**config.mk**
```make
export PLATFORM = sky130hd
export DESIGN_NAME = gamesys_collide
export DESIGN_NICKNAME = d
export VERILOG_FILES = /design/src/rtl/gamesys_collide.sv
export SDC_FILE = /design/constraint.sdc
export NUM_CORES = 1
export LEC_CHECK = 0
export BUFFER_PORTS_ARGS = -buffer_cell sky130_fd_sc_hd__buf_2
export CAP_MARGIN = 20
export CORE_ASPECT_RATIO = 2
export CORE_MARGIN = 4
export CORE_UTILIZATION = 49
export CTS_BUF_LIST = sky130_fd_sc_hd__clkbuf_8
export CTS_CLUSTER_SIZE = 8
export DETAILED_ROUTE_END_ITERATION = 10
export GPL_TIMING_DRIVEN = 0
export PLACE_DENSITY = 0.85
export SKIP_CTS_REPAIR_TIMING = 1
export SYNTH_ARGS = -nofsm -noshare
export SYNTH_HDL_FRONTEND = slang
export SYNTH_SLANG_ARGS = --single-unit
export TNS_END_PERCENT = 50
```
**constraint.sdc**
```tcl
create_clock -name game_clk -period 8.3 [get_ports game_clk]
set_clock_uncertainty 0.05 [all_clocks]
set_input_delay 0.83 -clock game_clk [delete_from_list [all_inputs] [get_ports game_clk]]
set_output_delay 0.83 -clock game_clk [all_outputs]
set_load 0.02 [all_outputs]
```
**src/rtl/gamesys_collide.sv**
```systemverilog
// gamesys_collide: player/wall and player/boundary collision detector and
// game-state FSM (IDLE, RUN, HIT, OVER) sitting between physics and render/UI.
// Drives the physics pause/reset inputs and keeps the best score seen.
// Optional build macro GAMESYS_COLLIDE_GODMODE_EN: when defined, god_mode=1
// masks wall hits (boundary hits still end the run); otherwise god_mode is ignored.
module gamesys_collide #(
    parameter int POS_W       = 13,
    parameter int N_WALLS     = 5,
    parameter int PLAYER_HALF = 12,
    parameter int WALL_HALF_W = 30,
    parameter int FLOOR_Y     = 480,
    parameter int CEIL_Y      = 0,
    parameter int HIT_HOLD    = 30
) (
    input  logic                       game_clk,
    input  logic                       reset,
    input  logic                       btn_jmp,
    input  logic signed [POS_W-1:0]    pos_player_x,
    input  logic signed [POS_W-1:0]    pos_player_y,
    input  logic [N_WALLS*POS_W-1:0]   pos_wall_x,
    input  logic [N_WALLS*POS_W-1:0]   pos_wall_y,
    input  logic [N_WALLS*POS_W-1:0]   pos_wall_height,
    input  logic [15:0]                score,
    input  logic                       god_mode,
    output logic                       phy_pause,
    output logic                       phy_reset,
    output logic                       game_over,
    output logic                       hit,
    output logic [15:0]                best_score,
    output logic [1:0]                 state
);

    localparam int W      = POS_W + 2;
    localparam int IDX_W  = (N_WALLS > 1) ? $clog2(N_WALLS) : 1;
    localparam int HOLD_W = $clog2(HIT_HOLD + 1);
    localparam int PW     = N_WALLS * POS_W;

    localparam logic [IDX_W-1:0]    LAST_IDX  = IDX_W'(N_WALLS - 1);
    localparam logic [HOLD_W-1:0]   LAST_HOLD = HOLD_W'(HIT_HOLD - 1);
    localparam logic signed [W-1:0] X_REACH   = W'(WALL_HALF_W + PLAYER_HALF);
    localparam logic signed [W-1:0] P_HALF    = W'(PLAYER_HALF);
    localparam logic signed [W-1:0] FLOOR     = W'(FLOOR_Y);
    localparam logic signed [W-1:0] CEIL      = W'(CEIL_Y);

    typedef enum logic [1:0] {
        ST_IDLE = 2'd0,
        ST_RUN  = 2'd1,
        ST_HIT  = 2'd2,
        ST_OVER = 2'd3
    } state_t;

    state_t               state_q, state_d;
    logic                 btn_old_q;
    logic                 phy_reset_q, phy_reset_d;
    logic [IDX_W-1:0]     idx_q, idx_d;
    logic [IDX_W-1:0]     ev_idx_q, ev_idx_d;
    logic                 ev_vld_q, ev_vld_d;
    logic                 acc_q, acc_d;
    logic [HOLD_W-1:0]    hold_q, hold_d;
    logic                 over_first_q, over_first_d;
    logic [15:0]          best_q, best_d;
    logic [POS_W-1:0]     snap_px_q, snap_px_d;
    logic [POS_W-1:0]     snap_py_q, snap_py_d;
    logic [PW-1:0]        snap_wx_q, snap_wx_d;
    logic [PW-1:0]        snap_wy_q, snap_wy_d;
    logic [PW-1:0]        snap_wh_q, snap_wh_d;

    logic                 start_evt;
    logic                 wall_hit;
    logic                 bnd_hit;
    logic                 acc_now;

    logic signed [W-1:0]  px, py, wx, wy, wh;
    logic signed [W-1:0]  dx, adx, half, gap_lo, gap_hi;

    function automatic logic signed [W-1:0] sx(input logic [POS_W-1:0] v);
        return {{2{v[POS_W-1]}}, v};
    endfunction

    // Evaluate the wall selected by the evaluation index against the snapshot.
    always_comb begin
        px     = sx(snap_px_q);
        py     = sx(snap_py_q);
        wx     = sx(snap_wx_q[int'(ev_idx_q)*POS_W +: POS_W]);
        wy     = sx(snap_wy_q[int'(ev_idx_q)*POS_W +: POS_W]);
        wh     = sx(snap_wh_q[int'(ev_idx_q)*POS_W +: POS_W]);
        dx     = px - wx;
        adx    = (dx < 0) ? -dx : dx;
        half   = wh >>> 1;
        gap_lo = wy - half;
        gap_hi = wy + half;
        wall_hit = (adx < X_REACH) && ((py - P_HALF < gap_lo) || (py + P_HALF > gap_hi));
`ifdef GAMESYS_COLLIDE_GODMODE_EN
        if (god_mode) begin
            wall_hit = 1'b0;
        end
`endif
        bnd_hit = (py + P_HALF > FLOOR) || (py - P_HALF < CEIL);
        acc_now = wall_hit
                | ((ev_idx_q == '0) ? bnd_hit : acc_q);
    end

`ifndef GAMESYS_COLLIDE_GODMODE_EN
    logic unused_god_mode;
    assign unused_god_mode = god_mode;
`endif

    // Next-state, scan sequencing, hold counter and best-score update.
    // The scan is a two-stage pipeline: idx_q snapshots at 0 while ev_idx_q
    // evaluates one cycle behind, so the wrap decision lands N_WALLS+1 cycles
    // after the snapshot.
    always_comb begin
        state_d      = state_q;
        phy_reset_d  = 1'b0;
        idx_d        = '0;
        ev_idx_d     = '0;
        ev_vld_d     = 1'b0;
        acc_d        = 1'b0;
        hold_d       = '0;
        over_first_d = 1'b0;
        best_d       = best_q;
        snap_px_d    = snap_px_q;
        snap_py_d    = snap_py_q;
        snap_wx_d    = snap_wx_q;
        snap_wy_d    = snap_wy_q;
        snap_wh_d    = snap_wh_q;
        start_evt    = btn_jmp && !btn_old_q;

        case (state_q)
            ST_IDLE: begin
                if (phy_reset_q) begin
                    state_d = ST_RUN;
                end else if (start_evt) begin
                    phy_reset_d = 1'b1;
                end
            end
            ST_RUN: begin
                if (ev_vld_q && (ev_idx_q == LAST_IDX) && acc_now) begin
                    state_d = ST_HIT;
                end
            end
            ST_HIT: begin
                if (hold_q == LAST_HOLD) begin
                    state_d      = ST_OVER;
                    over_first_d = 1'b1;
                end else begin
                    hold_d = hold_q + 1'b1;
                end
            end
            ST_OVER: begin
                if (over_first_q && (score > best_q)) begin
                    best_d = score;
                end
                if (phy_reset_q) begin
                    state_d = ST_IDLE;
                end else if (start_evt) begin
                    phy_reset_d = 1'b1;
                end
            end
            default: state_d = ST_IDLE;
        endcase

        if (state_q == ST_RUN && idx_q == '0) begin
            snap_px_d = pos_player_x;
            snap_py_d = pos_player_y;
            snap_wx_d = pos_wall_x;
            snap_wy_d = pos_wall_y;
            snap_wh_d = pos_wall_height;
        end

        if (state_q == ST_RUN && state_d == ST_RUN) begin
            idx_d    = (idx_q == LAST_IDX) ? '0 : idx_q + 1'b1;
            ev_idx_d = idx_q;
            ev_vld_d = 1'b1;
            acc_d    = ev_vld_q ? acc_now : 1'b0;
        end
    end

    // State and datapath registers with asynchronous active-high reset.
    always_ff @(posedge game_clk or posedge reset) begin
        if (reset) begin
            state_q      <= ST_IDLE;
            btn_old_q    <= 1'b0;
            phy_reset_q  <= 1'b0;
            idx_q        <= '0;
            ev_idx_q     <= '0;
            ev_vld_q     <= 1'b0;
            acc_q        <= 1'b0;
            hold_q       <= '0;
            over_first_q <= 1'b0;
            best_q       <= '0;
            snap_px_q    <= '0;
            snap_py_q    <= '0;
            snap_wx_q    <= '0;
            snap_wy_q    <= '0;
            snap_wh_q    <= '0;
        end else begin
            state_q      <= state_d;
            btn_old_q    <= btn_jmp;
            phy_reset_q  <= phy_reset_d;
            idx_q        <= idx_d;
            ev_idx_q     <= ev_idx_d;
            ev_vld_q     <= ev_vld_d;
            acc_q        <= acc_d;
            hold_q       <= hold_d;
            over_first_q <= over_first_d;
            best_q       <= best_d;
            snap_px_q    <= snap_px_d;
            snap_py_q    <= snap_py_d;
            snap_wx_q    <= snap_wx_d;
            snap_wy_q    <= snap_wy_d;
            snap_wh_q    <= snap_wh_d;
        end
    end

    // Outputs decode directly from the registered state.
    always_comb begin
        phy_pause  = (state_q != ST_RUN);
        hit        = (state_q == ST_HIT);
        game_over  = (state_q == ST_OVER);
        phy_reset  = phy_reset_q;
        best_score = best_q;
        state      = state_q;
    end

endmodule
```
# Word-level counts from Yosys, hierarchy flattened
# Cells that the tools add are included.
[word_totals]
reg_bits = 255
latchBits = 0
mem_bits_rw = 0
mem_bits_ro = 0
input_bits = 241
word_cells = 78
n_memories = 0
[op_classes]
n_addsub = 8
n_mul = 1
n_div = 0
order_cmp = 7
eq_ne = 8
n_shift = 3
n_mux = 20
bitwise_logic = 1
n_reduce_logical = 15
[ops]
columns = ["operator", "n"]
rows = [
  ["65-bit by 8-bit indexed part select with 13-bit output", 3],
  ["14-bit by 1-bit < comparator with 1-bit output, second input constant", 2],
  ["16-bit > comparator", 1],
  ["15-bit by 7-bit < comparator with 1-bit output, second input constant", 1],
  ["15-bit 2-to-1 mux", 1],
  ["14-bit negator with 15-bit output", 1],
  ["13-bit by 12-bit adder with 14-bit output", 1],
  ["13-bit by 5-bit adder with 14-bit output, second input constant", 1],
  ["14-bit by 10-bit > comparator with 1-bit output, second input constant", 1],
  ["14-bit > comparator", 1],
  ["14-bit < comparator", 1],
  ["13-bit by 12-bit subtractor with 14-bit output", 1],
  ["13-bit by 13-bit subtractor with 14-bit output", 1],
  ["13-bit by 5-bit subtractor with 14-bit output, second input constant", 1],
  ["5-bit 2-to-1 mux", 2],
  ["1-bit 2-to-1 mux", 9],
  ["3-bit 2-to-1 mux", 3],
  ["2-bit 2-to-1 mux", 4],
  ["2-bit one-hot mux with 4 select lines", 1],
  ["1-bit logical AND", 7],
  ["3-bit by 4-bit multiplier with 7-bit output, second input constant", 1],
  ["3-bit == test, second input constant", 2],
  ["3-bit logical NOT", 2],
  ["5-bit by 1-bit adder with 5-bit output, second input constant", 1],
  ["other kinds (11)", 14],
]

# Longest topological paths before layout
# Gate-level depths: netlist of the first run.
[depth]
word_depth = 14
mapped_depth = 29
ltp_nobuf = 27

# Worst setup path before layout of the first run
# OpenSTA, ideal clock, no wires.
[synth_path]
path_kind = "flip-flop to flip-flop"
startpoint = "register ev_idx_q[0]"
endpoint = "register acc_q"
arrival_time_ns = 6.045
required_ns = 8.152
slack_ns = 2.106
stages_incl_launch_ff = 30
cell_sequence = "dfrtp_1 -> clkbuf_1 -> nor2b_1 -> clkbuf_1 -> buf_1 -> a21oi_1 -> o22ai_1 -> ha_1 -> inv_1 -> fa_1 -> a21o_1 -> a21oi_1 -> o21ai_0 -> a21oi_1 -> nor2b_1 -> o21a_1 -> o21a_1 -> o21a_1 -> o41ai_1 -> xor2_1 -> ha_1 -> nand4_1 -> nor4_1 -> nor2_1 -> a21oi_1 -> mux2_2 -> a221oi_1 -> or4b_4 -> o21a_1 -> nor4b_2"
[synth_via]
elab_chain_cells = 14
elab_cells_between_ends = 27
[synth_rtl]
columns = ["item", "line", "source"]
rows = [
  ["start, declared", "56", "logic [IDX_W-1:0] ev_idx_q, ev_idx_d;"],
  ["start signal, assigned", "202", "ev_idx_q <= ev_idx_d;"],
  ["3-bit by 4-bit multiplier with 7-bit output", "84, 85, 86", ""],
  ["65-bit by 8-bit indexed part select with 13-bit output", "84", "wx = sx(snap_wx_q[int'(ev_idx_q)*POS_W +: POS_W]);"],
  ["13-bit by 13-bit subtractor with 14-bit output", "87", "dx = px - wx;"],
  ["14-bit negator with 15-bit output / 14-bit by 1-bit < comparator with 1-bit output (equally long branches)", "88", "adx = (dx < 0) ? -dx : dx;"],
  ["15-bit 2-to-1 mux", "88", ""],
  ["15-bit by 7-bit < comparator with 1-bit output", "92", "wall_hit = (adx < X_REACH) && ((py - P_HALF < gap_lo) || (py + P_HALF > gap_hi));"],
  ["1-bit logical AND", "92", ""],
  ["1-bit bitwise OR", "100", "| ((ev_idx_q == '0) ? bnd_hit : acc_q);"],
  ["1-bit logical AND", "138", "if (ev_vld_q && (ev_idx_q == LAST_IDX) && acc_now) begin"],
  ["2-bit 2-to-1 mux", "138", ""],
  ["2-bit one-hot mux with 4 select lines", "129", "case (state_q)"],
  ["2-bit by 1-bit == test with 1-bit output", "171", "if (state_q == ST_RUN && state_d == ST_RUN) begin"],
  ["1-bit logical AND", "171", ""],
  ["1-bit 2-to-1 mux (*)", "171", ""],
  ["net acc_d", "58", "logic acc_q, acc_d;"],
  ["end signal, assigned", "188", "acc_q <= 1'b0;"],
  ["end signal, assigned", "204", "acc_q <= acc_d;"],
  ["end, declared", "58", ""],
]
# The timed path passes the listed nets; every way through them passes the cells marked *.
# A chain may end at the register's enable or synchronous reset.

# Worst setup path in the final report of the first run
# Ends and elaborated chain as after synthesis.

==> impl_results.html, run 1 <==
<table>
<tr><th>Metric</th><th>Value</th></tr>
<tr><th colspan="2">STA</th></tr>
<tr><td>Fin crit share</td><td>a little over 90%</td></tr>
<tr><td>Setup-violating endpoint count in the final report</td><td>0</td></tr>
<tr><td>Top achievable clock speed</td><td>129 MHz</td></tr>
<tr><td>Min Clock Period, post-route</td><td>slightly below 8 ns</td></tr>
<tr><td>Final Max Slew Viols</td><td>0</td></tr>
<tr><td>Setup repair after global routing missed its margin</td><td>false</td></tr>
<tr><td>Worst slew slack as a fraction of its limit</td><td>approximately a quarter</td></tr>
<tr><td>Count of final hold-check violations</td><td>0</td></tr>
<tr><td>Worst-margin pin slew</td><td>roughly 1.1 ns</td></tr>
<tr><th colspan="2">Synth</th></tr>
<tr><td>Netlist cell types</td><td>68</td></tr>
<tr><td>Total number of yosys warnings</td><td>0</td></tr>
<tr><td>Sequential element share of the synthesized area</td><td>43.6%</td></tr>
<tr><td>Most used flip-flop cell after synthesis</td><td>sky130_fd_sc_hd__dfrtp_1</td></tr>
<tr><td>Average footprint of a synthesized cell</td><td>11.3 sq um</td></tr>
<tr><td>Synthesis-stage register bit count</td><td>250</td></tr>
<tr><td>Number of flops mapped to enable cells by yosys</td><td>0</td></tr>
<tr><td>Number of cells produced by synthesis</td><td>1264</td></tr>
<tr><td>Syn Nets</td><td>1602</td></tr>
<tr><td>Post-synthesis cell area</td><td>14300 sq um</td></tr>
<tr><td>Async set-or-reset flop fraction in the synthesized netlist</td><td>100%</td></tr>
<tr><th colspan="2">Routing</th></tr>
<tr><td>Number of DRC violations after detailed routing</td><td>0</td></tr>
<tr><td>Final antenna-violating net count</td><td>0</td></tr>
<tr><td>Routed wire length</td><td>41200 um</td></tr>
<tr><td>Post-detailed-route wirelength per cell</td><td>21.3 um</td></tr>
<tr><td>Pre-Repair DR Iteration Count</td><td>5</td></tr>
<tr><td>Number of vias after detailed routing</td><td>approximately 11000</td></tr>
<tr><td>Mean number of vias per cell</td><td>around 5.7</td></tr>
<tr><td>Drt initial violations</td><td>around 450</td></tr>
<tr><th colspan="2">Floorplanning</th></tr>
<tr><td>Initial core utilization</td><td>49.7%</td></tr>
<tr><td>Total number of placement rows</td><td>just under 90</td></tr>
<tr><td>I/O pin count</td><td>263</td></tr>
<tr><td>Die footprint</td><td>32200 sq um</td></tr>
<tr><td>Core area</td><td>just under 30000 sq um</td></tr>
<tr><td>Die Span X</td><td>129 um</td></tr>
<tr><td>Die Height</td><td>250 um</td></tr>
<tr><th colspan="2">CTS</th></tr>
<tr><td>Largest buffer count on any clock path</td><td>3</td></tr>
<tr><td>Worst-skew pair later-pin latency</td><td>0.57 ns</td></tr>
<tr><td>Number of sinks driven by the clock tree</td><td>250</td></tr>
<tr><td>Number of buffers inserted during clock tree synthesis</td><td>38</td></tr>
<tr><td>TritonCTS clock tree</td><td>done</td></tr>
<tr><td>Clock-pin slew on the worst setup and hold paths</td><td>0.07 ns</td></tr>
<tr><td>Number of levels the H-tree was split into</td><td>2</td></tr>
<tr><td>Root buffer cell</td><td>sky130_fd_sc_hd__clkbuf_8</td></tr>
<tr><th colspan="2">Worst setup path</th></tr>
<tr><td>Worst endpoint required time</td><td>between 8 and 9 ns</td></tr>
<tr><td>Crit. End Element</td><td>flop</td></tr>
<tr><td>Arrival time at the worst endpoint</td><td>8.16 ns</td></tr>
<tr><td>Critical path type</td><td>reg2reg</td></tr>
<tr><td>Delay contributed by the slowest stage of the critical path</td><td>0.52 ns</td></tr>
<tr><td>Maximum fanout encountered on the critical timing path</td><td>10</td></tr>
<tr><td>Type of origin of the critical path</td><td>flop</td></tr>
<tr><td>Slowest cell on the critical path</td><td>sky130_fd_sc_hd__clkbuf_1</td></tr>
<tr><th colspan="2">Layout</th></tr>
<tr><td>Layout Area Growth over Synthesis</td><td>16.7%</td></tr>
<tr><td>Final core utilization</td><td>around 58%</td></tr>
<tr><td>Share of layout cells above drive strength 1</td><td>35.1%</td></tr>
<tr><td>Total number of nets in the final design</td><td>roughly 1900</td></tr>
<tr><th colspan="2">Hold path</th></tr>
<tr><td>Hold WC Path Type</td><td>in2reg</td></tr>
<tr><th colspan="2">Global routing</th></tr>
<tr><td>Via count of the first global-routing pass</td><td>roughly 12000</td></tr>
<tr><td>Initial antenna violation count</td><td>5</td></tr>
<tr><td>Gr usage total</td><td>25.3%</td></tr>
<tr><td>Maximum number of pins on one net before global-route repair</td><td>129</td></tr>
<tr><td>First-pass GRT wire length</td><td>between 60000 and 70000 um</td></tr>
<tr><td>Global route overflow</td><td>0</td></tr>
<tr><th colspan="2">Placed design</th></tr>
<tr><td>RD Place Congestion</td><td>around 0.92</td></tr>
<tr><td>Placed wire-length estimate after detailed placement</td><td>around 32000 um</td></tr>
<tr><td>Count of input and output buffers</td><td>256</td></tr>
<tr><th colspan="2">Outcome</th></tr>
<tr><td>Result of the run</td><td>finished clean</td></tr>
<tr><th colspan="2">Job</th></tr>
<tr><td>Number of max-capacitance violations reported</td><td>0</td></tr>
</table>
[synthesized netlist by cell type (3+ instances only)]
| library cell | number | share of area [%] |
|---|---|---|
| sky130_fd_sc_hd__a31oi_1 | 4 | 0.17 |
| sky130_fd_sc_hd__o21ai_0 | 20 | 0.70 |
| sky130_fd_sc_hd__nor4_1 | 4 | 0.17 |
| sky130_fd_sc_hd__buf_1 | 8 | 0.21 |
| sky130_fd_sc_hd__mux2_2 | 234 | 18 |
| sky130_fd_sc_hd__a211oi_1 | 9 | 0.47 |
| sky130_fd_sc_hd__o22ai_1 | 17 | 0.74 |
| sky130_fd_sc_hd__and2_1 | 4 | 0.17 |
| sky130_fd_sc_hd__o31ai_1 | 3 | 0.16 |
| sky130_fd_sc_hd__nand4_1 | 8 | 0.35 |
| sky130_fd_sc_hd__ha_1 | 94 | 8.2 |
| sky130_fd_sc_hd__o21ai_1 | 5 | 0.17 |
| sky130_fd_sc_hd__nand3_1 | 18 | 0.63 |
| sky130_fd_sc_hd__nor2b_1 | 18 | 0.79 |
| sky130_fd_sc_hd__clkbuf_1 | 52 | 1.4 |
| sky130_fd_sc_hd__nor2_1 | 84 | 2.2 |
| sky130_fd_sc_hd__or3_1 | 3 | 0.13 |
| sky130_fd_sc_hd__nand2b_1 | 8 | 0.35 |
| sky130_fd_sc_hd__mux2i_1 | 78 | 5.4 |
| sky130_fd_sc_hd__a221oi_1 | 4 | 0.24 |
| sky130_fd_sc_hd__dfrtp_1 | 250 | 44 |
| sky130_fd_sc_hd__o21bai_1 | 7 | 0.37 |
| sky130_fd_sc_hd__o21a_1 | 13 | 0.68 |
| sky130_fd_sc_hd__inv_1 | 67 | 1.8 |
| sky130_fd_sc_hd__o22a_1 | 24 | 1.5 |
| sky130_fd_sc_hd__o211ai_1 | 3 | 0.16 |
| sky130_fd_sc_hd__a21oi_1 | 72 | 2.5 |
| sky130_fd_sc_hd__xor2_1 | 20 | 1.2 |
| sky130_fd_sc_hd__a21o_1 | 7 | 0.37 |
| sky130_fd_sc_hd__o2111ai_1 | 5 | 0.31 |
| sky130_fd_sc_hd__nor3_1 | 11 | 0.38 |
| sky130_fd_sc_hd__nand2_1 | 29 | 0.76 |
| sky130_fd_sc_hd__fa_1 | 3 | 0.42 |
| sky130_fd_sc_hd__o41ai_1 | 3 | 0.18 |
| sky130_fd_sc_hd__xnor2_1 | 33 | 2.0 |
[metal layers]
layer	up-vias	GRT usage, %	part of all wire [%]
li1	5119	-	-
met1	5480	25.4	34
met2	376	46.4	54
met3	146	3.56	4.5
met4	2	17.4	7.6
met5	-	0	0.032
[logic make-up after synthesis]
logic type      after synthesis  synth area share (%)
xor+xnor                     53                  3.24
compound gates              218                  10.3
simple gates                207                  7.10
buf+inv                     127                  3.32
fa+ha+maj                    97                  8.62
mux                         312                  23.8
flops                       250                  43.6
[stage by stage]
step | area, sq um | cells | setup TNS [ns] | worst slack, ns | hold slack [ns]
2_1_floorplan | 14300 | 1264 | 0 | 0.548 | 0.334
5_1_grt | 16700 | 1936 | 0 | 0.117 | 0.339
3_3_place_gp | 16100 | 1880 | -473.06 | -1.94 | 0.339
3_5_place_dp | 16100 | 1881 | 0 | 0.647 | 0.347
4_1_cts | 16700 | 1932 | 0 | 0.615 | 0.312
6_report | 16700 | 1936 | 0 | 0.554 | 0.340
[worst paths after layout]
| kind | from | end | slack [ns] | cells after the start |
|---|---|---|---|---|
| setup / recovery | ev_idx_q[0] | acc_q | 0.55 | 29 |
| hold / removal | btn_jmp | btn_old_q | 0.34 | 1 |
| setup reg to reg | ev_idx_q[0] | acc_q | 0.55 | 29 |
| hold reg to reg | btn_old_q | phy_reset | 0.35 | 1 |
| max in group asynchronous | reset | snap_wy_q[7] | 6.64 | 3 |
| min in group asynchronous | reset | snap_px_q[11] | 0.39 | 2 |
[registers in the layout, indices dropped and copies added (netlist names)]
register / flops
acc_q: 1
hold_q: 5
over_first_q: 1
idx_q: 3
snap_wx_q: 65
snap_py_q: 13
snap_px_q: 13
state: 2
ev_idx_q: 3
best_score: 16
snap_wy_q: 65
snap_wh_q: 60
btn_old_q: 1
phy_reset: 1
ev_vld_q: 1
[placed cells by master (no fill, tap or decap), drive strengths merged, types with 3 or more instances in the layout]
master   synthesis  routed
nor4             4       4
o21a            13      13
a21o             7       7
a221oi           4       4
fa               3       3
o21ai           27      27
nor3            11      11
xnor2           33      33
o41ai            5       5
clkbuf          52      93
ha              94      94
mux2           234     234
o2111ai          5       5
or3              3       3
buf              8     265
and2             6       6
a31oi            4       4
nor2            84      84
xor2            20      20
o22ai           17      17
o21bai           7       7
nor2b           18      18
a21oi           72      72
nand3           18      18
o31ai            4       4
nand2b           8       8
nand2           29      29
dfrtp          250     250
o211ai           4       4
mux2i           78      78
nand4            8       8
diode            0       4
inv             67      75
a211oi          11      11
o22a            24      24
[critical path, delay by kind of cell (launching register included)]
| family | cells | cell delay [ns] |
|---|---|---|
| AO/OA/AOI/OAI | 13 | 2.71 |
| XOR/XNOR | 1 | 0.16 |
| adder cells (fa/ha/maj) | 3 | 0.95 |
| buffers and inverters | 4 | 1.49 |
| flip-flops | 1 | 0.32 |
| multiplexers | 1 | 0.39 |
| AND/OR/NAND/NOR | 7 | 1.54 |
[area by class of cell]
cell class | count | area (sq um)
multi-input cells | 887 | 7610
clock inverters | 10 | 50.0
repair buffers | 257 | 1310
inverters | 67 | 259
diodes | 4 | 10.0
clock buffers | 41 | 564
fillers | 2401 | 12100
flip-flops and latches | 250 | 6260
well taps | 360 | 450
plain buffers | 60 | 225
Power of run 1 is not shown: default switching activity piles up to over one toggle a cycle in this logic, so the estimate is an artifact.
==> inputs of run 2 (changes only) <==
--- a/config.mk
+++ b/config.mk
@@ -9,12 +9,12 @@
 export CAP_MARGIN = 20
 export CORE_ASPECT_RATIO = 2
 export CORE_MARGIN = 4
-export CORE_UTILIZATION = 49
+export CORE_UTILIZATION = 53
 export CTS_BUF_LIST = sky130_fd_sc_hd__clkbuf_8
 export CTS_CLUSTER_SIZE = 8
 export DETAILED_ROUTE_END_ITERATION = 10
 export GPL_TIMING_DRIVEN = 0
-export PLACE_DENSITY = 0.85
+export PLACE_DENSITY = 0.8
 export SKIP_CTS_REPAIR_TIMING = 1
 export SYNTH_ARGS = -nofsm -noshare
 export SYNTH_HDL_FRONTEND = slang
==> impl_results.html, run 2 (same netlist as run 1, synthesis figures left out) <==
<table>
<tr><th>Metric</th><th>Value</th></tr>
<tr><th colspan="2">STA</th></tr>
<tr><td>Setup total negative slack</td><td>0 ns</td></tr>
<tr><td>Setup-violating endpoint count in the final report</td><td>0</td></tr>
<tr><td>Worst slew slack as a fraction of its limit</td><td>32.0%</td></tr>
<tr><td>Final worst setup slack</td><td>0.620 ns</td></tr>
<tr><td>Min Clock Period, post-route</td><td>~7.7 ns</td></tr>
<tr><td>Final Max Slew Viols</td><td>0</td></tr>
<tr><td>Top achievable clock speed</td><td>approximately 130 MHz</td></tr>
<tr><td>Count of final hold-check violations</td><td>0</td></tr>
<tr><td>Fin crit share</td><td>92.5%</td></tr>
<tr><td>Setup repair after global routing missed its margin</td><td>false</td></tr>
<tr><td>Worst-margin pin slew</td><td>1.02 ns</td></tr>
<tr><th colspan="2">Floorplanning</th></tr>
<tr><td>Core area</td><td>26500 sq um</td></tr>
<tr><td>Die footprint</td><td>about 30000 sq um</td></tr>
<tr><td>Initial core utilization</td><td>54.1%</td></tr>
<tr><td>Die Height</td><td>~240 um</td></tr>
<tr><td>Total number of placement rows</td><td>84</td></tr>
<tr><td>Die Span X</td><td>approximately 120 um</td></tr>
<tr><td>I/O pin count</td><td>between 200 and 300</td></tr>
<tr><th colspan="2">Hold path</th></tr>
<tr><td>Hold WC Path Type</td><td>in2async</td></tr>
<tr><th colspan="2">CTS</th></tr>
<tr><td>Number of levels the H-tree was split into</td><td>2</td></tr>
<tr><td>Clock-pin slew on the worst setup and hold paths</td><td>0.07 ns</td></tr>
<tr><td>Number of buffers inserted during clock tree synthesis</td><td>39</td></tr>
<tr><td>Largest buffer count on any clock path</td><td>3</td></tr>
<tr><td>Worst-skew pair later-pin latency</td><td>0.57 ns</td></tr>
<tr><td>Root buffer cell</td><td>sky130_fd_sc_hd__clkbuf_8</td></tr>
<tr><td>TritonCTS clock tree</td><td>done</td></tr>
<tr><td>Number of sinks driven by the clock tree</td><td>250</td></tr>
<tr><th colspan="2">Worst setup path</th></tr>
<tr><td>Type of origin of the critical path</td><td>flop</td></tr>
<tr><td>Delay contributed by the slowest stage of the critical path</td><td>between 0.5 and 0.6 ns</td></tr>
<tr><td>Arrival time at the worst endpoint</td><td>8.09 ns</td></tr>
<tr><td>Launching instance or port of the critical path</td><td>ev_idx_q[0]</td></tr>
<tr><td>RR Startpoint</td><td>ev_idx_q[0]</td></tr>
<tr><td>Worst reg-to-reg setup slack</td><td>a little over 0.6 ns</td></tr>
<tr><td>Termination of the worst setup path</td><td>acc_q</td></tr>
<tr><td>Worst endpoint required time</td><td>8.71 ns</td></tr>
<tr><td>Critical path type</td><td>reg2reg</td></tr>
<tr><td>Slowest cell on the critical path</td><td>sky130_fd_sc_hd__buf_1</td></tr>
<tr><td>Worst Reg-to-Reg Cells</td><td>29</td></tr>
<tr><td>Crit. End Element</td><td>flop</td></tr>
<tr><td>Maximum fanout encountered on the critical timing path</td><td>10</td></tr>
<tr><td>Capturing point of the worst reg2reg path</td><td>acc_q</td></tr>
<tr><th colspan="2">Routing</th></tr>
<tr><td>Pre-Repair DR Iteration Count</td><td>5</td></tr>
<tr><td>Post-detailed-route wirelength per cell</td><td>between 20 and 25 um</td></tr>
<tr><td>Number of DRC violations after detailed routing</td><td>0</td></tr>
<tr><td>Final antenna-violating net count</td><td>0</td></tr>
<tr><td>Drt initial violations</td><td>472</td></tr>
<tr><td>Mean number of vias per cell</td><td>roughly 5.7</td></tr>
<tr><td>Number of vias after detailed routing</td><td>about 11000</td></tr>
<tr><td>Routed wire length</td><td>39500 um</td></tr>
<tr><th colspan="2">Placed design</th></tr>
<tr><td>Minimum setup slack after placement</td><td>0.690 ns</td></tr>
<tr><td>Count of input and output buffers</td><td>256</td></tr>
<tr><td>RD Place Congestion</td><td>0.932</td></tr>
<tr><td>Placed instance area</td><td>16100 sq um</td></tr>
<tr><td>Placed cell count</td><td>roughly 1900</td></tr>
<tr><td>Placed wire-length estimate after detailed placement</td><td>31300 um</td></tr>
<tr><th colspan="2">Global routing</th></tr>
<tr><td>Initial antenna violation count</td><td>2</td></tr>
<tr><td>Maximum number of pins on one net before global-route repair</td><td>103</td></tr>
<tr><td>Via count of the first global-routing pass</td><td>12100</td></tr>
<tr><td>Global route overflow</td><td>0</td></tr>
<tr><td>Gr usage total</td><td>26.2%</td></tr>
<tr><td>First-pass GRT wire length</td><td>62300 um</td></tr>
<tr><th colspan="2">Outcome</th></tr>
<tr><td>Result of the run</td><td>finished clean</td></tr>
<tr><th colspan="2">Layout</th></tr>
<tr><td>Regs by FF count</td><td>snap_wx_q: 65 flops, snap_wy_q: 65 flops, snap_wh_q: 60 flops</td></tr>
<tr><td>Finished Layout Cells</td><td>between 1500 and 2000</td></tr>
<tr><td>Share of layout cells above drive strength 1</td><td>between 30% and 40%</td></tr>
<tr><td>Final cell area excluding filler cells</td><td>16800 sq um</td></tr>
<tr><td>Commonest non-fill, non-tap cell in the layout</td><td>sky130_fd_sc_hd__buf_2</td></tr>
<tr><td>Commonest cells after routing, fill and taps aside</td><td>sky130_fd_sc_hd__buf_2 (256), sky130_fd_sc_hd__dfrtp_1 (250), sky130_fd_sc_hd__mux2_2 (234)</td></tr>
<tr><td>Layout Area Growth over Synthesis</td><td>17.2%</td></tr>
<tr><td>Total number of nets in the final design</td><td>approximately 1900</td></tr>
<tr><th colspan="2">Job</th></tr>
<tr><td>Number of max-capacitance violations reported</td><td>0</td></tr>
</table>
==> run 2: changes by cell type in the layout (fill, tap and decap cells not counted) <==
cell / before / now
sky130_fd_sc_hd__clkinv_2: 1 / 0
sky130_fd_sc_hd__buf_16: 1 / 2
sky130_fd_sc_hd__clkinvlp_4: 1 / 0
sky130_fd_sc_hd__clkinv_4: 0 / 1
sky130_fd_sc_hd__inv_1: 73 / 72
sky130_fd_sc_hd__bufinv_16: 0 / 1
sky130_fd_sc_hd__clkinv_8: 0 / 1
sky130_fd_sc_hd__diode_2: 4 / 2
sky130_fd_sc_hd__clkbuf_8: 41 / 43
==> run 2: final cells by class <==
type                            instances  area [sq um]
Fill cell                            2166          9690
Multi-Input combinational cell        887          7610
Sequential cell                       250          6260
Timing Repair Buffer                  258          1340
Clock buffer                           43           592
Tap cell                              344           430
Inverter                               67           259
Buffer                                 60           225
Clock inverter                         10          88.8
Antenna cell                            2          5.00
==> run 2: worst max-delay path, delay by kind of cell, from the launching register on <==
kind	cells	cell delay, ns
simple gates	7	1.53
xor+xnor	1	0.13
mux	1	0.41
compound gates	13	2.82
buf+inv	4	1.34
flops	1	0.33
fa+ha+maj	3	0.95
==> run 2: layer usage <==
metal / share of wire [%] / up-vias / GRT usage [%]
li1: - / 5113 / -
met1: 35 / 5419 / 27.3
met2: 54 / 357 / 48.7
met3: 5.0 / 119 / 4.45
met4: 6.2 / 0 / 16.4
met5: 0 / - / 0
==> run 2: worst min path at each step <==
| stage | startpoint | endpoint | slack (ns) | cells past startpoint |
|---|---|---|---|---|
| 6_report | reset | best_score[12] | 0.25 | 2 |
| 5_1_grt | reset | best_score[12] | 0.26 | 2 |
| 4_1_cts | reset | best_score[12] | 0.24 | 2 |
| 3_5_place_dp | btn_old_q | phy_reset | 0.36 | 1 |
| 3_3_place_gp | btn_old_q | phy_reset | 0.35 | 1 |
| 2_1_floorplan | btn_old_q | phy_reset | 0.33 | 1 |
==> run 2: per-stage QoR <==
| stage | hold WS (ns) | utilization, % |
|---|---|---|
| after floorplan | 0.334 | - |
| after global placement | 0.350 | 60.6 |
| after detailed placement | 0.361 | 60.8 |
| after CTS | 0.243 | 63.4 |
| after global routing | 0.255 | 63.4 |
| final | 0.246 | 63.4 |
Power of run 2 is left out for the same reason.
==> inputs of run 3 (changes only) <==
--- a/config.mk
+++ b/config.mk
@@ -7,14 +7,16 @@
 export LEC_CHECK = 0
 export BUFFER_PORTS_ARGS = -buffer_cell sky130_fd_sc_hd__buf_2
 export CAP_MARGIN = 20
+export CELL_PAD_IN_SITES_DETAIL_PLACEMENT = 2
+export CELL_PAD_IN_SITES_GLOBAL_PLACEMENT = 2
 export CORE_ASPECT_RATIO = 2
 export CORE_MARGIN = 4
-export CORE_UTILIZATION = 53
+export CORE_UTILIZATION = 34
 export CTS_BUF_LIST = sky130_fd_sc_hd__clkbuf_8
 export CTS_CLUSTER_SIZE = 8
 export DETAILED_ROUTE_END_ITERATION = 10
 export GPL_TIMING_DRIVEN = 0
-export PLACE_DENSITY = 0.8
+export PLACE_DENSITY_LB_ADDON = 0.1
 export SKIP_CTS_REPAIR_TIMING = 1
 export SYNTH_ARGS = -nofsm -noshare
 export SYNTH_HDL_FRONTEND = slang
==> impl_results.html, run 3 (same netlist as run 1, synthesis figures left out) <==
<table>
<tr><th>Metric</th><th>Value</th></tr>
<tr><th colspan="2">Outcome</th></tr>
<tr><td>Result of the run</td><td>finished clean</td></tr>
<tr><th colspan="2">Routing</th></tr>
<tr><td>Mean number of vias per cell</td><td>5.18</td></tr>
<tr><td>Number of DRC violations after detailed routing</td><td>0</td></tr>
<tr><td>Post-detailed-route wirelength per cell</td><td>23.6 um</td></tr>
<tr><td>Routed wire length</td><td>just over 50000 um</td></tr>
<tr><td>Pre-Repair DR Iteration Count</td><td>4</td></tr>
<tr><td>Final antenna-violating net count</td><td>0</td></tr>
<tr><td>Drt initial violations</td><td>248</td></tr>
<tr><td>Number of vias after detailed routing</td><td>11100</td></tr>
<tr><th colspan="2">Layout</th></tr>
<tr><td>Share of layout cells above drive strength 1</td><td>between 30% and 40%</td></tr>
<tr><td>Regs by FF count</td><td>snap_wx_q: 65 flops, snap_wy_q: 65 flops, snap_wh_q: 60 flops</td></tr>
<tr><td>Total number of nets in the final design</td><td>about 1900</td></tr>
<tr><td>Storage element area</td><td>6260 sq um</td></tr>
<tr><td>Combined area of the multi-input logic cells</td><td>7610 sq um</td></tr>
<tr><td>Commonest non-fill, non-tap cell in the layout</td><td>sky130_fd_sc_hd__buf_2</td></tr>
<tr><td>Commonest cells after routing, fill and taps aside</td><td>sky130_fd_sc_hd__buf_2 (256), sky130_fd_sc_hd__dfrtp_1 (250), sky130_fd_sc_hd__mux2_2 (234)</td></tr>
<tr><td>Number of filler instances in the final layout</td><td>4497</td></tr>
<tr><td>Layout Area Growth over Synthesis</td><td>19.8%</td></tr>
<tr><th colspan="2">STA</th></tr>
<tr><td>Final Max Slew Viols</td><td>0</td></tr>
<tr><td>Worst-margin pin slew</td><td>0.977 ns</td></tr>
<tr><td>Final worst setup slack</td><td>0.529 ns</td></tr>
<tr><td>Fin crit share</td><td>93.6%</td></tr>
<tr><td>Count of final hold-check violations</td><td>0</td></tr>
<tr><td>Setup total negative slack</td><td>0 ns</td></tr>
<tr><td>Top achievable clock speed</td><td>about 130 MHz</td></tr>
<tr><td>Worst slew slack as a fraction of its limit</td><td>34.9%</td></tr>
<tr><td>Min Clock Period, post-route</td><td>7.77 ns</td></tr>
<tr><td>Setup repair after global routing missed its margin</td><td>false</td></tr>
<tr><td>Setup-violating endpoint count in the final report</td><td>0</td></tr>
<tr><th colspan="2">Global routing</th></tr>
<tr><td>Global route overflow</td><td>0</td></tr>
<tr><td>Via count of the first global-routing pass</td><td>13100</td></tr>
<tr><td>Gr usage total</td><td>21.9%</td></tr>
<tr><td>Initial antenna violation count</td><td>25</td></tr>
<tr><td>First-pass GRT wire length</td><td>76700 um</td></tr>
<tr><td>Maximum number of pins on one net before global-route repair</td><td>110</td></tr>
<tr><th colspan="2">Floorplanning</th></tr>
<tr><td>I/O pin count</td><td>263</td></tr>
<tr><td>Core area</td><td>approximately 42000 sq um</td></tr>
<tr><td>Die footprint</td><td>45700 sq um</td></tr>
<tr><td>Die Span X</td><td>153 um</td></tr>
<tr><td>Total number of placement rows</td><td>106</td></tr>
<tr><td>Die Height</td><td>298 um</td></tr>
<tr><td>Initial core utilization</td><td>34.3%</td></tr>
<tr><th colspan="2">Worst setup path</th></tr>
<tr><td>WP buf/inv</td><td>3</td></tr>
<tr><td>Family of cells with the greatest summed delay on the critical path</td><td>compound AO/OA/AOI/OAI gates</td></tr>
<tr><td>Type of origin of the critical path</td><td>flop</td></tr>
<tr><td>Maximum fanout encountered on the critical timing path</td><td>10</td></tr>
<tr><td>RR Startpoint</td><td>ev_idx_q[0]</td></tr>
<tr><td>Worst endpoint required time</td><td>8.66 ns</td></tr>
<tr><td>Critical path type</td><td>reg2reg</td></tr>
<tr><td>Slowest cell on the critical path</td><td>sky130_fd_sc_hd__buf_1</td></tr>
<tr><td>Arrival time at the worst endpoint</td><td>8.13 ns</td></tr>
<tr><td>Delay contributed by the slowest stage of the critical path</td><td>roughly 0.67 ns</td></tr>
<tr><td>Crit. End Element</td><td>flop</td></tr>
<tr><td>Cell type with the highest occurrence count on the critical path</td><td>sky130_fd_sc_hd__a21oi_1</td></tr>
<tr><td>Launching instance or port of the critical path</td><td>ev_idx_q[0]</td></tr>
<tr><th colspan="2">Placed design</th></tr>
<tr><td>Minimum setup slack after placement</td><td>between 0.3 and 0.4 ns</td></tr>
<tr><td>Count of input and output buffers</td><td>256</td></tr>
<tr><td>Placed wire-length estimate after detailed placement</td><td>41300 um</td></tr>
<tr><td>RD Place Congestion</td><td>0.832</td></tr>
<tr><th colspan="2">Hold path</th></tr>
<tr><td>Hold WC Path Type</td><td>in2async</td></tr>
<tr><th colspan="2">CTS</th></tr>
<tr><td>TritonCTS clock tree</td><td>done</td></tr>
<tr><td>Number of buffers inserted during clock tree synthesis</td><td>40</td></tr>
<tr><td>Number of sinks driven by the clock tree</td><td>250</td></tr>
<tr><td>Root buffer cell</td><td>sky130_fd_sc_hd__clkbuf_8</td></tr>
<tr><td>Worst-skew pair later-pin latency</td><td>0.57 ns</td></tr>
<tr><td>Clock-pin slew on the worst setup and hold paths</td><td>0.08 ns</td></tr>
<tr><td>Number of levels the H-tree was split into</td><td>2</td></tr>
<tr><td>Largest buffer count on any clock path</td><td>3</td></tr>
<tr><th colspan="2">Job</th></tr>
<tr><td>Number of max-capacitance violations reported</td><td>0</td></tr>
</table>
[run 3: cell type report]
cell class	count	area share, %
multi-input combinational	887	44.3
sequential	250	36.4
timing repair buffer	259	7.87
tap	540	3.93
clock buffer	45	3.61
inverter	67	1.51
buffer	60	1.38
clock inverter	21	0.714
antenna	19	0.277
[run 3: path summary, 6_finish.rpt]
kind,slack [ns],end,cells after the start
min in group game_clk,0.33,btn_old_q,1
worst max register to register,0.53,ev_idx_q[1],27
worst min-delay path,0.22,snap_wx_q[56],2
worst max-delay path,0.53,ev_idx_q[1],27
worst min register to register,0.37,phy_reset,1
max in group asynchronous,6.57,snap_wh_q[20],4
[run 3: worst reg2reg max path, stage by stage, from the launching register on]
cell	delay, ns
sky130_fd_sc_hd__dfrtp_1	0.34
sky130_fd_sc_hd__clkbuf_1	0.29
sky130_fd_sc_hd__clkbuf_1	0.42
sky130_fd_sc_hd__buf_1	0.67
sky130_fd_sc_hd__nor2_1	0.12
sky130_fd_sc_hd__a21oi_1	0.20
sky130_fd_sc_hd__o22ai_1	0.25
sky130_fd_sc_hd__fa_1	0.56
sky130_fd_sc_hd__a21o_1	0.19
sky130_fd_sc_hd__a21oi_1	0.23
sky130_fd_sc_hd__o21ai_0	0.14
sky130_fd_sc_hd__a21oi_1	0.28
sky130_fd_sc_hd__nor2b_1	0.09
sky130_fd_sc_hd__o21a_1	0.20
sky130_fd_sc_hd__o21a_1	0.18
sky130_fd_sc_hd__o21a_1	0.20
sky130_fd_sc_hd__o41ai_1	0.35
sky130_fd_sc_hd__xor2_1	0.13
sky130_fd_sc_hd__ha_1	0.33
sky130_fd_sc_hd__nand4_1	0.10
sky130_fd_sc_hd__nor4_1	0.32
sky130_fd_sc_hd__nor2_1	0.08
sky130_fd_sc_hd__a21oi_1	0.14
sky130_fd_sc_hd__mux2_2	0.45
sky130_fd_sc_hd__a221oi_1	0.30
sky130_fd_sc_hd__or4b_4	0.55
sky130_fd_sc_hd__o21ai_2	0.31
sky130_fd_sc_hd__a211oi_1	0.15
[run 3: per-stage QoR]
stage	hold slack (ns)	std cells	instance area [sq um]	utilization (%)
finish	0.220	2148	17200	41.1
floorplan	0.334	1264	14300	-
global route	0.212	2137	17100	41.0
CTS	0.177	2129	17100	41.0
detailed placement	0.362	2063	16400	39.2
global placement	0.348	2060	16300	39.0
[run 3: layer usage]
layer / share of wire, % / vias to the layer above / track usage, % / routed length (um)
met5: 0.12 / - / 0 / 60
met4: 5.1 / 10 / 9.81 / 2570
met3: 5.4 / 98 / 5.07 / 2710
met2: 58 / 257 / 44.6 / 29400
met1: 31 / 5600 / 19.7 / 15900
li1: - / 5161 / - / -
Power of run 3 is left out for the same reason.
